<file path="src/rtl/reg_file_param.sv">
// Two-read/one-write register file with configurable width and depth, an optional
// hardwired-zero register, optional write-to-read bypass and a post-reset clear sequencer.
module reg_file_param #(
    parameter int unsigned XLEN     = 32,
    parameter int unsigned NREGS    = 32,
    parameter bit          ZERO_REG = 1'b1,
    parameter bit          BYPASS   = 1'b1,
    localparam int unsigned AW      = $clog2(NREGS)
) (
    input  logic            clk,
    input  logic            rst_n,
    input  logic [AW-1:0]   a1,
    input  logic [AW-1:0]   a2,
    input  logic [AW-1:0]   a3,
    input  logic            we3,
    input  logic [XLEN-1:0] wd3,
    output logic [XLEN-1:0] rd1,
    output logic [XLEN-1:0] rd2,
    output logic            busy
);

    typedef enum logic {StClear, StReady} state_e;

    state_e          state_q, state_d;
    logic [AW-1:0]   clr_idx_q, clr_idx_d;

    // Array has no reset so it can map onto distributed RAM; the clear FSM zeroes it instead.
    logic [XLEN-1:0] mem [NREGS];

    logic            mem_we;
    logic [AW-1:0]   mem_waddr;
    logic [XLEN-1:0] mem_wdata;
    logic            wr_hit;

    assign wr_hit = we3 && !(ZERO_REG && (a3 == '0));
    assign busy   = (state_q == StClear);

    always_ff @(posedge clk) begin
        if (!rst_n) begin
            state_q   <= StClear;
            clr_idx_q <= '0;
        end else begin
            state_q   <= state_d;
            clr_idx_q <= clr_idx_d;
        end
    end

    always_comb begin
        state_d   = state_q;
        clr_idx_d = clr_idx_q;
        mem_we    = 1'b0;
        mem_waddr = a3;
        mem_wdata = wd3;
        unique case (state_q)
            StClear: begin
                mem_we    = 1'b1;
                mem_waddr = clr_idx_q;
                mem_wdata = '0;
                clr_idx_d = clr_idx_q + AW'(1);
                if (clr_idx_q == AW'(NREGS - 1)) begin
                    state_d = StReady;
                end
            end
            StReady: mem_we = wr_hit;
            default: state_d = StClear;
        endcase
        if (!rst_n) begin
            mem_we = 1'b0;
        end
    end

    always_ff @(posedge clk) begin
        if (mem_we) begin
            mem[mem_waddr] <= mem_wdata;
        end
    end

    // Later assignments take priority: busy over zero-register over bypass over array.
    always_comb begin
        rd1 = mem[a1];
        if (BYPASS && wr_hit && (a3 == a1)) rd1 = wd3;
        if (ZERO_REG && (a1 == '0))         rd1 = '0;
        if (busy)                           rd1 = '0;

        rd2 = mem[a2];
        if (BYPASS && wr_hit && (a3 == a2)) rd2 = wd3;
        if (ZERO_REG && (a2 == '0))         rd2 = '0;
        if (busy)                           rd2 = '0;
    end

endmodule

</file>
<file path="config.mk">
export PLATFORM = sky130hd
export DESIGN_NAME = reg_file_param
export DESIGN_NICKNAME = d
export VERILOG_FILES = /design/src/rtl/reg_file_param.sv
export SDC_FILE = /design/constraint.sdc
export NUM_CORES = 1
export LEC_CHECK = 0
export CELL_PAD_IN_SITES_DETAIL_PLACEMENT = 1
export CELL_PAD_IN_SITES_GLOBAL_PLACEMENT = 1
export CORE_MARGIN = 4
export CORE_UTILIZATION = 55
export CTS_BUF_LIST = sky130_fd_sc_hd__clkbuf_8
export DETAILED_ROUTE_END_ITERATION = 6
export DONT_BUFFER_PORTS = 1
export GPL_ROUTABILITY_DRIVEN = 0
export GPL_TIMING_DRIVEN = 1
export PLACE_DENSITY = 0.79
export SLEW_MARGIN = 40
export SYNTH_ARGS = -nofsm -noshare
export SYNTH_HDL_FRONTEND = slang
export SYNTH_SLANG_ARGS = --single-unit
export TNS_END_PERCENT = 20
</file>
<file path="constraint.sdc">
create_clock -name clk -period 10.5 [get_ports clk]
set_input_delay 3.15 -clock clk [delete_from_list [all_inputs] [get_ports clk]]
set_output_delay 3.15 -clock clk [all_outputs]
set_load 0.02 [all_outputs]
</file>
==> results.json <==
{
  "syn-num-nets": 2473,
  "muxShareOfSynthArea_pct": 25.5,
  "multiInputGateArea_um2": 16600,
  "drt-total-wl_um": 149000,
  "cts_setup_buffers": 0,
  "h-tree-depth": 4,
  "postSynth.asyncResetShare_pct": 0,
  "overflow": 0,
  "dp.cells": 3429,
  "ys_seq_elements": 1030,
  "power_mw": 8.13,
  "layout.cells.non_filler": 3726,
  "syn-cell-area_um2": 48000,
  "hold_depth": 2,
  "synth_top_cell_area_share_pct": 64.0,
  "regArea_um2": 30900,
  "crit_type": "in -> out",
  "grt_pass1_vias": 29600,
  "wl_per_cell_um": 39.9,
  "rsz0062_at_grt": "no",
  "die_h_um": 303,
  "synth_top_area_cell": "edfxtp_1",
  "synth_edf_count": 1024,
  "synth_top_family_by_area": "multiplexers",
  "dr.pass1.iters": 7,
  "grt_pass1_wl_um": 213000,
  "grt_max_degree": 252,
  "nets": 2492,
  "fmax_ghz": 0.111,
  "insertion_delay_ns": 0.83,
  "synth_area_per_cell_um2": 19.8,
  "startpoint_type": "primary input",
  "syn_inst": 2421,
  "clk_pin_slew_ns": 0.05,
  "synth_flop_cell": "edfxtp_1",
  "synth.distinct_cells": 43,
  "post-place-ws_ns": 1.83,
  "synth_xor_area_share_pct": 0.237,
  "track_usage_pct": 32.8,
  "fin_crit_ns": 8.99,
  "leakagePower_nw": 16.8,
  "antenna_found_initial": 2,
  "hold_buffers": 0,
  "synthTopCellsByArea": "edfxtp_1, mux4_2, a211oi_1, mux2i_1, a221o_1",
  "cts_tree": "done",
  "area_delta_synth_final_pct": 9.23,
  "synth_compound_area_share_pct": 5.25,
  "post-synth-top-count-cell": "edfxtp_1",
  "worstPathArrival_ns": 5.84,
  "fin_worst_skew_ns": 0.0248,
  "fin_setup_tns_ns": 0,
  "synth_simple_gate_area_share_pct": 2.75,
  "yosysSeqAreaShare_pct": 64.3,
  "dieArea_um2": 92100,
  "ir_drop_uv": 108,
  "portBuffers": 0,
  "drt_iter0_markers": 3766,
  "root_buffer": "clkbuf_8",
  "drc": 0,
  "required_ns": 7.35,
  "hold_viol": 0,
  "cap_violations": 0,
  "ant_nets": 0,
  "num_vias": 27900,
  "cts-buffers-inserted": 164,
  "hp-class": "reg -> reg",
  "power_density_nw_per_um2": 155,
  "final_max_slew_viol_count": 0,
  "maxSlewHeadroom_pct": 37.8,
  "hpwl_um": 85000,
  "drive_above_1_share_pct": 33.2,
  "yosys_warnings": 0,
  "layout_setup_ws_ns": 1.51,
  "cp-end-kind": "output pin",
  "final_core_util_pct": 60.5,
  "core_um2": 86800,
  "start_util_pct": 55.4,
  "clock_sinks": 1030,
  "worst_slew_pin_slew_ns": 0.932,
  "yosys.area_share.adder_pct": 0.0521,
  "via_per_inst": 7.49,
  "cts.path.max_buffers": 3,
  "synth_common_cells": "edfxtp_1, mux4_2, clkbuf_1, a211oi_1, buf_2",
  "n_fill_cell": 7241,
  "setup_viol": 0,
  "dieWidth_um": 303,
  "cts_resized": 0,
  "worstRegToRegCells": 6,
  "boundaryPins": 115,
  "rows": 108,
  "status": "finished clean",
  "post-route-period-util_pct": 85.7,
  "cp_max_fo": 247
}
state kept, by name, summed over array words and instances, names as in the netlist:
signal,flops
clr_idx_q,5
mem,1024
state_q,1
worst paths after layout:
kind / to / slack (ns) / from
min reg2reg: clr_idx_q[4] / 0.58 / clr_idx_q[4]
max reg2reg: mem[6][11] / 6.62 / state_q
max: rd2[14] / 1.51 / a2[0]
min: clr_idx_q[4] / 0.58 / clr_idx_q[4]
power by group:
part / internal [mW] / leakage, nW / switching (mW)
Combinational: 0.199 / 5.11 / 0.181
Clock: 1.64 / 1.72 / 1.61
Sequential: 4.48 / 9.93 / 0.0142
metrics by stage:
stage | hold WS, ns | area, um2
finish | 0.584 | 52500
CTS | 0.583 | 52400
global route | 0.636 | 52400
floorplan | 0.531 | 48000
global placement | 0.547 | 49200
detailed placement | 0.574 | 49400
kinds of logic after synthesis:
kind of cell | Yosys count
xor gates and xnor gates | 13
AOI/OAI and AO/OA | 334
adders and majority gates | 2
buffers and inverters | 208
DFF | 1030
muxes | 583
and+or+nand+nor | 251
worst max-delay path, stage by stage:
cell,delay (ns)
xnor2_1,0.45
nand3_1,0.20
o311ai_4,0.56
buf_4,0.32
buf_6,0.17
buf_4,0.18
a211oi_1,0.07
a221o_1,0.39
layout by cell type, fill, tap and decap left out, drive strengths merged, types with 5 or more instances in the layout:
master	instances
a211oi	96
a21oi	35
a221o	64
a22oi	61
and2	37
buf	56
bufinv	6
clkbuf	169
clkinv	55
clkinvlp	9
dfxtp	6
edfxtp	1024
inv	61
mux2i	69
mux4	511
nand2	48
nand2b	7
nand3	6
nor2	37
nor2b	69
nor3	33
o21ai	5
o22ai	65
xnor2	13
routing by layer:
| layer | routed length (um) | share of wire (%) | global-route usage [%] | up-vias |
|---|---|---|---|---|
| li1 | - | - | - | 10700 |
| met1 | 50900 | 34 | 42.0 | 14900 |
| met2 | 72400 | 49 | 52.5 | 1936 |
| met3 | 16300 | 11 | 8.18 | 438 |
| met4 | 9000 | 6.1 | 17.3 | 0 |
| met5 | 0 | 0 | 0 | - |
layout make-up:
class | instances | area share (%)
Multi-Input combinational cell | 1183 | 31.6
Antenna cell | 2 | 0.00954
Timing Repair Buffer | 56 | 0.940
Tap cell | 1155 | 2.76
Clock buffer | 169 | 4.43
Clock inverter | 126 | 1.34
Inverter | 5 | 0.0358
Sequential cell | 1030 | 58.9
Note: power is estimated with default switching activity, not from simulation.
